--- src/rtl/nx_stream_pkg.sv ---
// Shared widths, strobe codes and packer state type for the host-to-device stream packer.
package nx_stream_pkg;

    localparam int MSG_WIDTH     = 31;
    localparam int WORD_WIDTH    = 32;
    localparam int CTRL_FLAG_BIT = 31;

    localparam logic [7:0] STRB_FULL = 8'hFF;
    localparam logic [7:0] STRB_LOW  = 8'h0F;

    typedef enum logic {
        PACK_EMPTY,
        PACK_HELD
    } pack_state_t;

    // Tag a payload with its source: bit 31 set for control, clear for mesh.
    function automatic logic [WORD_WIDTH-1:0] make_word(input logic                 is_ctrl,
                                                        input logic [MSG_WIDTH-1:0] payload);
        logic [WORD_WIDTH-1:0] word;
        word                = '0;
        word[MSG_WIDTH-1:0] = payload;
        word[CTRL_FLAG_BIT] = is_ctrl;
        return word;
    endfunction

endpackage

--- src/rtl/nx_rr_arb2.sv ---
// Two-way round-robin arbiter; priority flips only when a grant is actually consumed.
module nx_rr_arb2 (
    input  logic       clk,
    input  logic       rstn,
    input  logic [1:0] i_req,
    input  logic       i_accept,
    output logic [1:0] o_gnt
);

    logic r_last_hi;  // 1 when req[1] was granted most recently

    always_comb begin
        // NOTE: assign every output a default first so no path leaves it unassigned (no latch).
        o_gnt = 2'b00;
        if (i_req == 2'b11) begin
            o_gnt = r_last_hi ? 2'b01 : 2'b10;
        end else begin
            o_gnt = i_req;
        end
    end

    // Reset value makes req[0] (control) win the first contested cycle.
    always_ff @(posedge clk or negedge rstn) begin
        // NOTE: non-blocking assignments keep every flop sampling pre-edge values.
        if (!rstn) begin
            r_last_hi <= 1'b1;
        end else if (i_accept) begin
            r_last_hi <= o_gnt[1];
        end
    end

endmodule

--- src/rtl/nx_stream_packer.sv ---
// Packs tagged control/mesh words two per 64-bit AXI4-stream beat; a lone word is
// flushed as a half beat once it has waited FLUSH_CYCLES idle cycles.
module nx_stream_packer
    import nx_stream_pkg::*;
#(
    parameter int AXI4_DATA_WIDTH = 64,
    parameter int AXI4_STRB_WIDTH = AXI4_DATA_WIDTH / 8,
    parameter int AXI4_ID_WIDTH   = 1,
    parameter int FLUSH_CYCLES    = 4
) (
    input  logic                       clk,
    input  logic                       rstn,
    input  logic [MSG_WIDTH-1:0]       ctrl_data,
    input  logic                       ctrl_valid,
    output logic                       ctrl_ready,
    input  logic [MSG_WIDTH-1:0]       mesh_data,
    input  logic                       mesh_valid,
    output logic                       mesh_ready,
    output logic [AXI4_DATA_WIDTH-1:0] outbound_tdata,
    output logic [AXI4_STRB_WIDTH-1:0] outbound_tkeep,
    output logic [AXI4_STRB_WIDTH-1:0] outbound_tstrb,
    output logic [AXI4_ID_WIDTH-1:0]   outbound_tid,
    output logic                       outbound_tlast,
    output logic                       outbound_tvalid,
    input  logic                       outbound_tready
);

    localparam int                    CNT_WIDTH = $clog2(FLUSH_CYCLES + 1);
    localparam logic [CNT_WIDTH-1:0] FLUSH_MAX = CNT_WIDTH'(FLUSH_CYCLES);

    pack_state_t                r_state;
    pack_state_t                w_next_state;
    logic [WORD_WIDTH-1:0]      r_low_word;
    logic [CNT_WIDTH-1:0]       r_flush_cnt;
    logic [AXI4_DATA_WIDTH-1:0] r_tdata;
    logic [AXI4_STRB_WIDTH-1:0] r_tstrb;
    logic                       r_tvalid;

    logic [1:0]            w_req;
    logic [1:0]            w_gnt;
    logic                  w_out_free;
    logic                  w_can_accept;
    logic                  w_accept;
    logic                  w_load_full;
    logic                  w_load_half;
    logic [WORD_WIDTH-1:0] w_new_word;

    assign w_out_free = !r_tvalid || outbound_tready;
    assign w_req      = {mesh_valid, ctrl_valid};
    assign w_new_word = w_gnt[0] ? make_word(1'b1, ctrl_data) : make_word(1'b0, mesh_data);

    nx_rr_arb2 u_arb (
        .clk      (clk),
        .rstn     (rstn),
        .i_req    (w_req),
        .i_accept (w_accept),
        .o_gnt    (w_gnt)
    );

    always_ff @(posedge clk or negedge rstn) begin
        if (!rstn) begin
            r_state <= PACK_EMPTY;
        end else begin
            r_state <= w_next_state;
        end
    end

    always_comb begin
        w_next_state = r_state;
        case (r_state)
            PACK_EMPTY: if (w_accept) w_next_state = PACK_HELD;
            PACK_HELD:  if (w_load_full || w_load_half) w_next_state = PACK_EMPTY;
            default:    w_next_state = PACK_EMPTY;
        endcase
    end

    // A waiting partner always beats the timeout, so a half beat needs no request at all.
    always_comb begin
        w_can_accept = 1'b0;
        w_load_full  = 1'b0;
        w_load_half  = 1'b0;
        case (r_state)
            PACK_EMPTY: w_can_accept = 1'b1;
            PACK_HELD: begin
                w_can_accept = w_out_free;
                w_load_full  = w_out_free && (w_req != 2'b00);
                w_load_half  = w_out_free && (w_req == 2'b00) && (r_flush_cnt == FLUSH_MAX);
            end
            default: w_can_accept = 1'b0;
        endcase
        w_accept = w_can_accept && (w_gnt != 2'b00);
    end

    assign ctrl_ready = w_gnt[0] && w_can_accept;
    assign mesh_ready = w_gnt[1] && w_can_accept;

    always_ff @(posedge clk or negedge rstn) begin
        if (!rstn) begin
            r_low_word  <= '0;
            r_flush_cnt <= '0;
        end else if (r_state == PACK_EMPTY) begin
            if (w_accept) begin
                r_low_word  <= w_new_word;
                r_flush_cnt <= '0;
            end
        end else if (!w_load_full && !w_load_half && (r_flush_cnt != FLUSH_MAX)) begin
            r_flush_cnt <= r_flush_cnt + 1'b1;
        end
    end

    // Output register reloads on the popping edge, so back-to-back beats have no bubble.
    always_ff @(posedge clk or negedge rstn) begin
        if (!rstn) begin
            r_tvalid <= 1'b0;
            r_tdata  <= '0;
            r_tstrb  <= '0;
        end else if (w_load_full) begin
            r_tvalid <= 1'b1;
            r_tdata  <= {w_new_word, r_low_word};
            r_tstrb  <= STRB_FULL;
        end else if (w_load_half) begin
            r_tvalid <= 1'b1;
            r_tdata  <= {{WORD_WIDTH{1'b0}}, r_low_word};
            r_tstrb  <= STRB_LOW;
        end else if (outbound_tready) begin
            r_tvalid <= 1'b0;
        end
    end

    assign outbound_tdata  = r_tdata;
    assign outbound_tstrb  = r_tstrb;
    assign outbound_tkeep  = r_tstrb;
    assign outbound_tid    = '0;
    assign outbound_tlast  = 1'b1;
    assign outbound_tvalid = r_tvalid;

endmodule
--- config.mk ---
export PLATFORM = sky130hd
export DESIGN_NAME = nx_stream_packer
export DESIGN_NICKNAME = d
export VERILOG_FILES = /design/src/rtl/nx_stream_pkg.sv /design/src/rtl/nx_rr_arb2.sv /design/src/rtl/nx_stream_packer.sv
export SDC_FILE = /design/constraint.sdc
export NUM_CORES = 1
export LEC_CHECK = 0
export CAP_MARGIN = 20
export CELL_PAD_IN_SITES_DETAIL_PLACEMENT = 0
export CELL_PAD_IN_SITES_GLOBAL_PLACEMENT = 2
export CORE_UTILIZATION = 30
export DETAILED_ROUTE_END_ITERATION = 7
export GPL_ROUTABILITY_DRIVEN = 0
export GPL_TIMING_DRIVEN = 0
export PLACE_DENSITY_LB_ADDON = 0.1
export SLEW_MARGIN = 20
export SYNTH_ARGS = -nofsm -noshare
export SYNTH_HDL_FRONTEND = slang
export SYNTH_HIERARCHICAL = 1
export SYNTH_SLANG_ARGS = --single-unit
--- constraint.sdc ---
create_clock -name clk -period 5.3 [get_ports clk]
set_clock_uncertainty 0.05 [all_clocks]
set_input_delay 1.59 -clock clk [delete_from_list [all_inputs] [get_ports clk]]
set_output_delay 1.59 -clock clk [all_outputs]
set_load 0.005 [all_outputs]
==> out/metrics.csv, run 1 <==
stage,metric,value,unit
outcome,outcome,completed,
cts,tritoncts,built,
cts,clockBufferDepth,2,
routing,vias,3135,
power_and_ir_drop,switching_share,31.3,%
final_layout,n_fill_cell,1379,
power_and_ir_drop,p_leak,2.83,nW
power_and_ir_drop,p_sw,1.15,mW
routing,wirelength,11.5,mm
final_layout,diodes,0,
global_route,grt_pass1_vias,3348,
cts,cts_made_buffers,9,
critical_path,arrival,3.50,ns
critical_path,slowest_delay,0.55,ns
floorplan,top_level_ports,152,
routing,vias_per_cell,4.52,
sta,maxSlewViolCount,0,
sta,whs,0.427,ns
critical_path,cp.required,3.66,ns
critical_path,cp-end-kind,primary output,
critical_path,crit_slowest_cell,clkdlybuf4s50_1,
routing,dr.pass1.iters,4,
logic_synthesis,syn-num-nets,412,
floorplan,die_h,124,µm
critical_path,critPathKind,in2out,
routing,drc,0,
routing,drtIter0Drc,133,
place,place_inst,677,
logic_synthesis,ys_types,30,
routing,drt-wirelength-per-cell,16.6,µm
global_route,antenna_found_initial,0,
power_and_ir_drop,seqPwrFrac,38.1,%
critical_path,crit_family,buffers and inverters,
critical_path,path_max_fanout,10,
logic_synthesis,syn_area,0.00450,mm²
global_route,grt_remaining_overflow,0,
final_layout,stdcell_count,693,
power_and_ir_drop,p_comb_share,43.1,%
final_layout,layout_commonest_cell,clkdlybuf4s50_1,
cts,path_clk_slew,0.07,ns
place,io_buffers,149,
min_path,hold_class,reg2reg,
global_route,grtUsageTotal,15.8,%
final_layout,drive_above_1_share,21.8,%
floorplan,die_area,0.0155,mm²
logic_synthesis,yosysSeqAreaShare,57.9,%
critical_path,crit_path_start_kind,primary input,
sta,hold_viol,0,
place,hpwl,8.30,mm
cts,clock_latency,0.35,ns
critical_path,path_cells,clkdlybuf4s50_1 > a21boi_0 > buf_4 > buf_6 > inv_1 > a21oi_1 > clkdlybuf4s50_1,
routing,antenna_left,0,
cts,root_buffer,clkbuf_16,
final_layout,final_cell_mix,"148 x clkdlybuf4s50_1, 103 x dfrtp_1, 38 x nand2_1",
final_layout,area_growth,46.1,%
global_route,grt_pass1_wl,18.7,mm
final_layout,nets,573,
global_route,grt_max_degree,63,
cts,htreeDepth,3,
logic_synthesis,synth_cells,343,
logic_synthesis,ys_warn_count,6,
floorplan,initial_utilization,30.8,%
cts,clock_sinks,104,
power_and_ir_drop,total_power,3.68,mW
sta,max_clock_freq,0.194,GHz
floorplan,core_area,0.0146,mm²
sta,post-route-period-util,97.1,%
power_and_ir_drop,power.internal,2.53,mW
sta,finalCriticalPeriod,5.14,ns
logic_synthesis,synth_seq_cells,104,
critical_path,cp_common_cell,clkdlybuf4s50_1,
logic_synthesis,syn_avg_cell_area,13.1,µm²
floorplan,dieWidth,124,µm
flow_run,drv_cap,0,
critical_path,worst-path-buf-inv,5,
cts,post_cts_buffers,0,
power_and_ir_drop,power_frac_clock,18.8,%
power_and_ir_drop,peakVddDrop,0.243,mV
sta,rsz0062_at_grt,no,
power_and_ir_drop,power.density,560,mW/mm²
floorplan,row_count,44,
sta,setup_viol,0,
==> cell type report <==
| class | instances | area, µm² | share of cell area (%) |
|---|---|---|---|
| Buffer | 39 | 284 | 4.32 |
| Multi-Input combinational cell | 193 | 1590 | 24.2 |
| Tap cell | 184 | 230 | 3.50 |
| Timing Repair Buffer | 150 | 1520 | 23.1 |
| Inverter | 7 | 26.3 | 0.400 |
| Clock buffer | 11 | 253 | 3.85 |
| Sequential cell | 104 | 2600 | 39.6 |
| Clock inverter | 5 | 60.1 | 0.914 |
==> routing by layer <==
metal | vias up | part of all wire [%] | track usage (%)
li1 | 1506 | - | -
met1 | 1526 | 45 | 19.7
met2 | 91 | 48 | 25.5
met3 | 12 | 5.6 | 4.94
met4 | 0 | 1.6 | 5.53
met5 | - | 0 | 0
==> synthesized netlist by cell type, drive strengths merged <==
cell type	count	area, µm²
dfrtp	103	2580
nand2	38	143
buf	37	268
mux2	33	375
mux2i	33	330
o21ai	33	165
o2bb2ai	32	399
inv	7	26.3
a21boi	3	26.3
a21oi	3	15.0
clkbuf	2	7.51
conb	2	7.51
ha	2	25.0
nand2b	2	12.5
nor2	2	7.51
o211ai	2	15.0
a211o	1	8.76
a22oi	1	7.51
and4b	1	10.0
dfstp	1	26.3
nand3	1	10.0
nor2b	1	13.8
o21bai	1	7.51
o31ai	1	7.51
or3	1	6.26
==> stage by stage <==
stage | setup TNS (ns) | area [µm²] | setup WS (ns) | util [%]
2_1_floorplan | 0 | 4500 | 1.25 | -
3_3_place_gp | -156.06 | 6220 | -1.52 | 42.6
3_5_place_dp | -0.0876 | 6250 | -0.0876 | 42.8
4_1_cts | 0 | 6560 | 0.0346 | 45.0
5_1_grt | 0 | 6570 | 0.0428 | 45.0
6_report | 0 | 6570 | 0.156 | 45.0
==> worst min-delay path, cell delays in order (launching register included) <==
cell     delay [ns]
dfrtp_1        0.34
nand2_1        0.04
o21ai_0        0.06
==> worst paths after layout <==
kind                       slack (ns)  depth (start not counted)                   startpoint                             end
max in group asynchronous        3.44                          2                         rstn  outbound_tdata[44]$_DFFE_PN0P_
min in group asynchronous        1.09                          1                         rstn  outbound_tdata[54]$_DFFE_PN0P_
max                              0.16                          7                   ctrl_valid                      ctrl_ready
max reg2reg                      3.25                          6  u_arb/r_last_hi$_DFFE_PN1P_      r_low_word[13]$_DFFE_PN0P_
min reg2reg                      0.43                          2    r_low_word[0]$_DFFE_PN0P_       r_low_word[0]$_DFFE_PN0P_
min                              0.43                          2    r_low_word[0]$_DFFE_PN0P_       r_low_word[0]$_DFFE_PN0P_
==> cell families (layout without fill, tap and decap cells) <==
family                   Yosys count  after routing  share of synthesized area (%)
flip-flops                       104            104                           57.9
AO/OA/AOI/OAI                     77             77                           14.5
multiplexers                      66             66                           15.7
AND/OR/NAND/NOR                   46             46                           4.51
buffers and inverters             46            212                           6.70
adder cells (fa/ha/maj)            2              2                          0.556
other                              2              2                          0.167
==> state kept, by name, indices dropped and copies added, names as in the netlist <==
signal           flops
r_flush_cnt          3
r_low_word          32
outbound_tvalid      1
outbound_tkeep       2
u_arb/r_last_hi      1
outbound_tdata      64
r_state              1
==> repair_timing <==
item                                    CTS  global route
endpoints found under the setup margin    1             1
pin swaps                                 0             0
gates resized for setup                   1             3
gates cloned                              0             0
hold buffers                              0             0
==> power by group through the flow <==
stage / combinational, mW / clock, mW / sequential [mW]
after floorplan: 0.779 / 0 / 1.40
after global placement: 1.60 / 0 / 1.41
after detailed placement: 1.62 / 0 / 1.42
after CTS: 1.63 / 0.716 / 1.41
after global routing: 1.74 / 0.749 / 1.45
final: 1.59 / 0.693 / 1.40
Note: power is estimated with default switching activity, not from simulation.
==> run 2: changes to the inputs <==
CORE_UTILIZATION = 32   (was 30)
PLACE_DENSITY = 0.88   (was not set)
PLACE_DENSITY_LB_ADDON = not set   (was 0.1)
SKIP_CTS_REPAIR_TIMING = 1   (was not set)
==> run 2 against run 1 <==
Effect of this change: combinational power barely moved; wire length decreased by 2.3%; first-iteration DRC count down 12%; non-clock buffer count unchanged; die area down 6.2%; register-to-register slack hardly changed; worst hold slack worse by 0.0010 ns; sequential power about the same; cell count fell by 1.3%; final area hardly changed; critical endpoint unchanged.
==> out/metrics.csv, run 2 (synthesis gave the netlist of run 1 again) <==
stage,metric,value,unit,change
outcome,outcome,completed,,
routing,wirelength,11.2,mm,-2.3%
sta,hold_viol,0,,unchanged
cts,htreeDepth,3,,unchanged
sta,whs,0.426,ns,-0.00105 ns
sta,maxSlewViolCount,0,,unchanged
floorplan,die_area,0.0145,mm²,-6.2%
routing,drt-wirelength-per-cell,16.4,µm,-1.0%
cts,root_buffer,clkbuf_16,,
final_layout,layout_commonest_cell,clkdlybuf4s50_1,,
routing,drc,0,,unchanged
global_route,grt_remaining_overflow,0,,unchanged
routing,dr.pass1.iters,6,,+2
sta,slew_headroom,65.9,%,
routing,antenna_left,0,,unchanged
place,dpl_cell_area,0.00624,mm²,-0.16%
floorplan,top_level_ports,152,,unchanged
critical_path,path_cells,clkdlybuf4s50_1 > a21boi_0 > clkbuf_4 > buf_6 > inv_1 > a21oi_1 > clkdlybuf4s50_1,,
critical_path,slowest_delay,0.56,ns,about the same
cts,clockBufferDepth,2,,unchanged
floorplan,core_area,0.0135,mm²,-7.8%
min_path,hold_class,reg2reg,,
critical_path,path_max_fanout,10,,unchanged
floorplan,die_h,121,µm,-3.1%
sta,setup_viol,0,,unchanged
sta,post-route-period-util,97.5,%,+0.48 points
final_layout,final_cell_mix,"148 x clkdlybuf4s50_1, 103 x dfrtp_1, 38 x nand2_1",,
power_and_ir_drop,peakVddDrop,0.220,mV,-9.6%
global_route,grtUsageTotal,16.0,%,+0.28 points
cts,path_clk_slew,0.08,ns,about the same
global_route,grt_max_degree,54,,-14%
cts,cts_made_buffers,9,,unchanged
final_layout,postLayoutCellArea,0.00657,mm²,about the same
global_route,antenna_found_initial,0,,unchanged
final_layout,post-route-util,48.8,%,+3.8 points
critical_path,arrival,3.53,ns,+0.03 ns
final_layout,area_growth,46.0,%,about the same
floorplan,initial_utilization,33.4,%,+2.6 points
routing,drtIter0Drc,117,,-12%
sta,tns,0,ns,unchanged
final_layout,stdcell_count,684,,-1.3%
sta,max_clock_freq,0.193,GHz,-0.49%
final_layout,largest_reg_flops,64,,unchanged
sta,rsz0062_at_grt,no,,
cts,tritoncts,built,,
final_layout,nets,573,,unchanged
place,place_inst,669,,-1.2%
critical_path,crit_path_start_kind,primary input,,
final_layout,drive_above_1_share,21.5,%,-0.35 points
cts,clock_sinks,104,,unchanged
routing,vias_per_cell,4.67,,+3.3%
critical_path,worst-path-buf-inv,5,,unchanged
floorplan,dieWidth,121,µm,-3.1%
flow_run,drv_cap,0,,unchanged
global_route,grt_pass1_wl,17.9,mm,-4.0%
critical_path,critPathKind,in2out,,
place,hpwl,8.28,mm,-0.25%
critical_path,cp-end-kind,primary output,,
power_and_ir_drop,p_leak,2.84,nW,+0.12%
critical_path,cp_common_cell,clkdlybuf4s50_1,,
final_layout,diodes,0,,unchanged
critical_path,cp.required,3.66,ns,about the same
critical_path,crit_family,buffers and inverters,,
power_and_ir_drop,power.density,564,mW/mm²,+0.69%
floorplan,row_count,42,,-4.5%
global_route,grt_pass1_vias,3319,,-0.87%
sta,worst_pin_slew,0.512,ns,
critical_path,crit_slowest_cell,clkdlybuf4s50_1,,
place,io_buffers,149,,unchanged
sta,finalCriticalPeriod,5.17,ns,+0.0254 ns
routing,vias,3196,,+1.9%
cts,clock_latency,0.34,ns,about the same
run 2: power by group:
part | switching (mW) | leakage, nW | internal, mW | total (mW)
Combinational | 0.631 | 1.41 | 0.954 | 1.58
Clock | 0.288 | 0.156 | 0.427 | 0.716
Sequential | 0.223 | 1.27 | 1.18 | 1.41
run 2: per-layer routing:
layer	GRT usage, %	vias to the layer above	share of wire (%)
met5	0	-	0
met4	4.63	0	0.88
met3	3.11	8	5.0
met2	27.2	89	49
met1	20.7	1583	45
li1	-	1516	-
run 2: path summary, 6_finish.rpt:
kind	start	end	slack (ns)	cells after the start
min in group asynchronous	rstn	outbound_tkeep[3]$_DFFE_PN0P_	1.13	1
hold / removal	r_low_word[28]$_DFFE_PN0P_	r_low_word[28]$_DFFE_PN0P_	0.43	2
setup / recovery	ctrl_valid	ctrl_ready	0.13	7
max in group asynchronous	rstn	outbound_tdata[17]$_DFFE_PN0P_	3.42	2
hold reg to reg	r_low_word[28]$_DFFE_PN0P_	r_low_word[28]$_DFFE_PN0P_	0.43	2
setup reg to reg	u_arb/r_last_hi$_DFFE_PN1P_	r_low_word[30]$_DFFE_PN0P_	3.24	6
run 2: worst min-delay path, delay by kind of cell (launching register included):
kind / cells / cell delay, ns
flip-flops: 1 / 0.35
AND/OR/NAND/NOR: 1 / 0.04
AO/OA/AOI/OAI: 1 / 0.05
run 2: final cells by class:
| type | instances | area (µm²) |
|---|---|---|
| Buffer | 39 | 284 |
| Clock buffer | 11 | 243 |
| Clock inverter | 4 | 77.6 |
| Fill cell | 1238 | 6890 |
| Inverter | 7 | 26.3 |
| Multi-Input combinational cell | 193 | 1590 |
| Sequential cell | 104 | 2600 |
| Tap cell | 176 | 220 |
| Timing Repair Buffer | 150 | 1520 |
run 2: metrics by stage:
step	total power, mW	setup WS, ns
2_1_floorplan	2.18	1.25
3_3_place_gp	2.98	-1.32
3_5_place_dp	3.03	-0.0661
4_1_cts	3.76	-0.0764
5_1_grt	3.95	0.0210
6_report	3.71	0.130
==> RTL change 1 (settings of run 2) <==
Set the parameter `FLUSH_CYCLES` to 2 (it was 4).
--- a/src/rtl/nx_stream_packer.sv
+++ b/src/rtl/nx_stream_packer.sv
@@ -6,7 +6,7 @@
     parameter int AXI4_DATA_WIDTH = 64,
     parameter int AXI4_STRB_WIDTH = AXI4_DATA_WIDTH / 8,
     parameter int AXI4_ID_WIDTH   = 1,
-    parameter int FLUSH_CYCLES    = 4
+    parameter int FLUSH_CYCLES    = 2
 ) (
     input  logic                       clk,
     input  logic                       rstn,
Check against the original RTL: not equivalent (a bounded check fails within 10 cycles, from zero or initial values and one cycle with rstn low).
==> RTL change 1 against run 2 <==
Setup slack gained 52 ps. Final area decreased by 2.5%. Final cell count is 1.8% lower. Sequential cell count fell by 1. Worst hold slack got worse by 5.7 ps. Wire length fell by 7.3%. Area after synthesis down 2.6%. Critical path depth unchanged. Sequential share of layout area is 0.63 points higher. Synthesized cell count fell by 3.5%. Power decreased by 3.8%.
==> RTL change 1: results <==
[setup_path]
slowest_delay_ps = 540
reg2regPathDepth = 6
critPathMaxFanout = 10
reg2reg_to = r_low_word[19]$_DFFE_PN0P_
path_delay_family = buffers and inverters
arrival_ps = 3480
timing.reg2reg.setup_slack_ps = 3310
cp-startpoint = mesh_valid
setup.worst_path.end = ctrl_ready
cpMaxStageDelayCell = clkdlybuf4s50_1
rr_startpoint = u_arb/r_last_hi$_DFFE_PN1P_

[route]
drtIter0Drc = 127
dr_total_vias = 3122
drt_wl_total_um = 10400
firstDrtPassIters = 4
post-route-drc-count = 0

[cells_and_area]
final_net_count = 560
largest_reg_flops = 64
drive_gt1_share_pct = 19.8
diodes = 0

[clock_network]
numCtsBuffers = 9
htreeDepth = 3
cts_root_buf = clkbuf_16
clockBufferDepth = 2
clk_pin_slew_worst_paths_ps = 60
clk_latency_ps = 340

[pwr]
ir_drop_uv = 183
p_leak_nw = 2.76

[placement]
io_buffers = 149
dp.final_hpwl_um = 7660

[min_path]
hold_end = r_flush_cnt[0]$_DFFE_PN0P_
min_path_type = reg2reg
hold_start = r_flush_cnt[0]$_DFFE_PN0P_
holdPathStages = 1

[grt]
grt_pass1_wl_um = 17100
antenna_found_initial = 0
grt_use_total_pct = 15.5
grt_pass1_vias = 3225
grt_max_degree = 64

[logic_synthesis]
synth-seq-area-share_pct = 58.9
ys_types = 32
synth_warnings = 6
async_flop_share_pct = 100
synthTopCellsByCount = dfrtp_1, o21ai_0, nand2_1
synth.top_cells.by_area = dfrtp_1, mux2_2, mux2i_1, o2bb2ai_1, o21ai_0
synth_ff_type = dfrtp_1
synth_fp_nets = 399

[outcome]
status = finished, final reports clean

[timing]
max-slew-margin-rel_pct = 61.8
RTL change 1: changes by cell type after synthesis, sizes merged, moves of 2 or more:
| cell | run 2 | this run |
|---|---|---|
| nor2b | 1 | 3 |
| o211ai | 2 | 0 |
| inv | 7 | 5 |
| nand2 | 38 | 33 |
| buf | 37 | 35 |
| o21ai | 33 | 35 |
RTL change 1: cells by family (layout without fill, tap and decap cells):
kind of cell               count (synthesis)  in the layout  share of synthesized area, %
and+or+nand+nor                           41             41                          3.94
muxes                                     65             65                          15.9
DFF                                      103            103                          58.9
AOI/OAI and AO/OA                         76             76                          13.9
adders and majority gates                  1              1                         0.286
other                                      2              2                         0.171
buffers and inverters                     43            208                          6.97
RTL change 1: layout make-up:
class | count | area [um2]
fillers | 1270 | 6890
flip-flops and latches | 103 | 2580
repair buffers | 150 | 1520
multi-input cells | 185 | 1500
plain buffers | 38 | 293
clock buffers | 10 | 239
well taps | 176 | 220
clock inverters | 5 | 33.8
inverters | 5 | 18.8
RTL change 1: per-stage QoR:
step	setup WS (ps)	instances	hold slack, ps	instance area [um2]
floorplan	1260	331	395	4380
global placement	-1240	656	408	6090
detailed placement	-130	657	417	6120
CTS	-140	672	425	6390
global route	102	672	435	6400
finish	182	672	421	6400
RTL change 1: where the power goes:
part	total, mW	switching [mW]	leakage, nW	internal [mW]
Combinational	1.57	0.615	1.36	0.959
Sequential	1.38	0.212	1.26	1.17
Clock	0.609	0.280	0.131	0.329
Total	3.56	1.11	2.76	2.46
RTL change 1: metal layers:
| layer | wire length, um | vias up | track usage [%] |
|---|---|---|---|
| met5 | 0 | - | 0 |
| met1 | 4810 | 1551 | 20.3 |
| met2 | 4910 | 93 | 25.3 |
| met4 | 70 | 0 | 4.03 |
| met3 | 612 | 5 | 4.02 |
| li1 | - | 1473 | - |
==> RTL change 2 (flow settings as in run 2) <==
Without the edit above. Make the reset (`rstn`) synchronous in 4 clocked blocks.
--- a/src/rtl/nx_rr_arb2.sv
+++ b/src/rtl/nx_rr_arb2.sv
@@ -20,7 +20,7 @@
     end
 
     // Reset value makes req[0] (control) win the first contested cycle.
-    always_ff @(posedge clk or negedge rstn) begin
+    always_ff @(posedge clk) begin
         // NOTE: non-blocking assignments keep every flop sampling pre-edge values.
         if (!rstn) begin
             r_last_hi <= 1'b1;
--- a/src/rtl/nx_stream_packer.sv
+++ b/src/rtl/nx_stream_packer.sv
@@ -57,7 +57,7 @@
         .o_gnt    (w_gnt)
     );
 
-    always_ff @(posedge clk or negedge rstn) begin
+    always_ff @(posedge clk) begin
         if (!rstn) begin
             r_state <= PACK_EMPTY;
         end else begin
@@ -94,7 +94,7 @@
     assign ctrl_ready = w_gnt[0] && w_can_accept;
     assign mesh_ready = w_gnt[1] && w_can_accept;
 
-    always_ff @(posedge clk or negedge rstn) begin
+    always_ff @(posedge clk) begin
         if (!rstn) begin
             r_low_word  <= '0;
             r_flush_cnt <= '0;
@@ -109,7 +109,7 @@
     end
 
     // Output register reloads on the popping edge, so back-to-back beats have no bubble.
-    always_ff @(posedge clk or negedge rstn) begin
+    always_ff @(posedge clk) begin
         if (!rstn) begin
             r_tvalid <= 1'b0;
             r_tdata  <= '0;
Formal check against the unedited RTL: differs if rstn is asserted again (counterexample within 4 cycles, from zero or initial values and one cycle with rstn low); with rstn held inactive, the same outputs for 10 cycles.
==> RTL change 2 against run 2 <==
Final area fell by 1.5%. Critical path depth fell by 1. Core utilization fell by 0.53 points. Wire length rose by 9.4%. Area after synthesis fell by 0.89%. Setup slack improved by 88 ps. Sequential cell count did not move. Global-route usage rose by 1.4 points. Maximum frequency rose by 1.7%.
Power is not compared: it rests on default switching activity, and its combinational part moved more than twofold at a synthesized area within 25%.
==> RTL change 2: results <==
[outcome]
status = finished, final reports clean

[logic_synthesis]
muxShareOfSynthArea_pct = 14.1
ys_types = 36
synth_ff_type = dfxtp_1
synth.top_cells.by_area = dfxtp_1, mux2i_1, nand2_1, o22ai_2, a211oi_1
yosysTopAreaCellShare_pct = 46.7
synth_warnings = 6
synth-seq-area-share_pct = 46.7
synth_xor_area_share_pct = 0
synthTopCellsByCount = dfxtp_1, nand2_1, mux2i_1
async_flop_share_pct = 0
synth_fp_nets = 528
synthAdderAreaFrac_pct = 0.561
synth_compound_area_share_pct = 17.4

[clock_network]
clk_pin_slew_worst_paths_ps = 70
clk_latency_ps = 340
htreeDepth = 3
cts_root_buf = clkbuf_16
clockBufferDepth = 2

[route]
drtIter0Drc = 165
dr_total_vias = 3766
wl_met3_um = 507
wl_met2_um = 5810
wl_met1_um = 5760
firstDrtPassIters = 4
drt_wl_total_um = 12300
top_layer = met4

[timing]
worst_pin_slew_ps = 561

[placement]
dp.final_hpwl_um = 9500
dpl_cell_area_mm2 = 0.00617
io_buffers = 149

[cells_and_area]
num-fill-cells = 1313
drive_gt1_share_pct = 13.8
diodes = 0
final_net_count = 687

[setup_path]
cp-startpoint = ctrl_valid
rr_startpoint = u_arb/r_last_hi$_SDFFE_PN1P_
reg2regPathDepth = 6
reg2reg_to = r_low_word[1]$_SDFFE_PN0P_
arrival_ps = 3440
critPathMaxFanout = 17
timing.reg2reg.setup_slack_ps = 3310
setup.worst_path.end = ctrl_ready

[min_path]
holdPathStages = 2
hold_start = outbound_tdata[17]$_SDFFE_PN0P_
hold_end = outbound_tdata[17]$_SDFFE_PN0P_
min_path_type = reg2reg

[grt]
grtUsageMet3_pct = 2.99
grt_pass1_wl_um = 19500
grt_util_met1_pct = 22.4
antenna_found_initial = 0
grt_pass1_vias = 3729
met2_usage_pct = 29.0
grt_use_total_pct = 17.4
grt_max_degree = 19

[pwr]
p_leak_nw = 2.43
==> RTL change 2: cell count changes after synthesis, moves of 12 or more <==
cell and change:
o2bb2ai_2 -19, nand2_1 +62, o21ai_0 -30, dfrtp_1 -103
o22ai_2 +30, clkbuf_1 +12, mux2_2 -32, nor2_1 +31
dfxtp_1 +104, a211oi_1 +32, o2bb2ai_1 -13, mux2i_1 +30
==> RTL change 2: cells by family after synthesis <==
family,count (synthesis)
mux,63
flops,104
buf+inv,60
compound gates,84
other cells,2
fa+ha+maj,2
simple gates,144
==> RTL change 2: layout make-up <==
type	instances	area, um2	share of cell area, %
sequential	104	2080	32.2
multi-input combinational	295	2010	31.1
timing repair buffer	149	1490	23.0
buffer	52	339	5.24
clock buffer	10	229	3.54
tap	176	220	3.40
clock inverter	6	73.8	1.14
inverter	7	26.3	0.406
==> RTL change 2: worst max-delay path, cell delays in order <==
cell	delay, ps
clkdlybuf4s50_1	510
a21boi_0	240
buf_6	270
inv_1	120
a21oi_1	170
clkdlybuf4s50_1	540
==> RTL change 2: power by group <==
group	internal (mW)	total (mW)	leakage [nW]	switching (mW)
combinational	0.228	0.414	1.44	0.185
sequential	0.846	0.885	0.852	0.0384
clock	0.374	0.685	0.142	0.311
total	1.45	1.98	2.43	0.535
==> RTL change 2: per-stage QoR <==
| step | util (%) | total power, mW | setup WS [ps] | hold slack, ps | std cells |
|---|---|---|---|---|---|
| floorplan | - | 1.12 | 1250 | 385 | 459 |
| global placement | 46.0 | 1.32 | -131 | 394 | 784 |
| detailed placement | 46.0 | 1.32 | -132 | 399 | 784 |
| CTS | 48.3 | 2.00 | -149 | 408 | 800 |
| global route | 48.3 | 2.07 | 46.5 | 427 | 799 |
| finish | 48.3 | 1.98 | 218 | 403 | 799 |
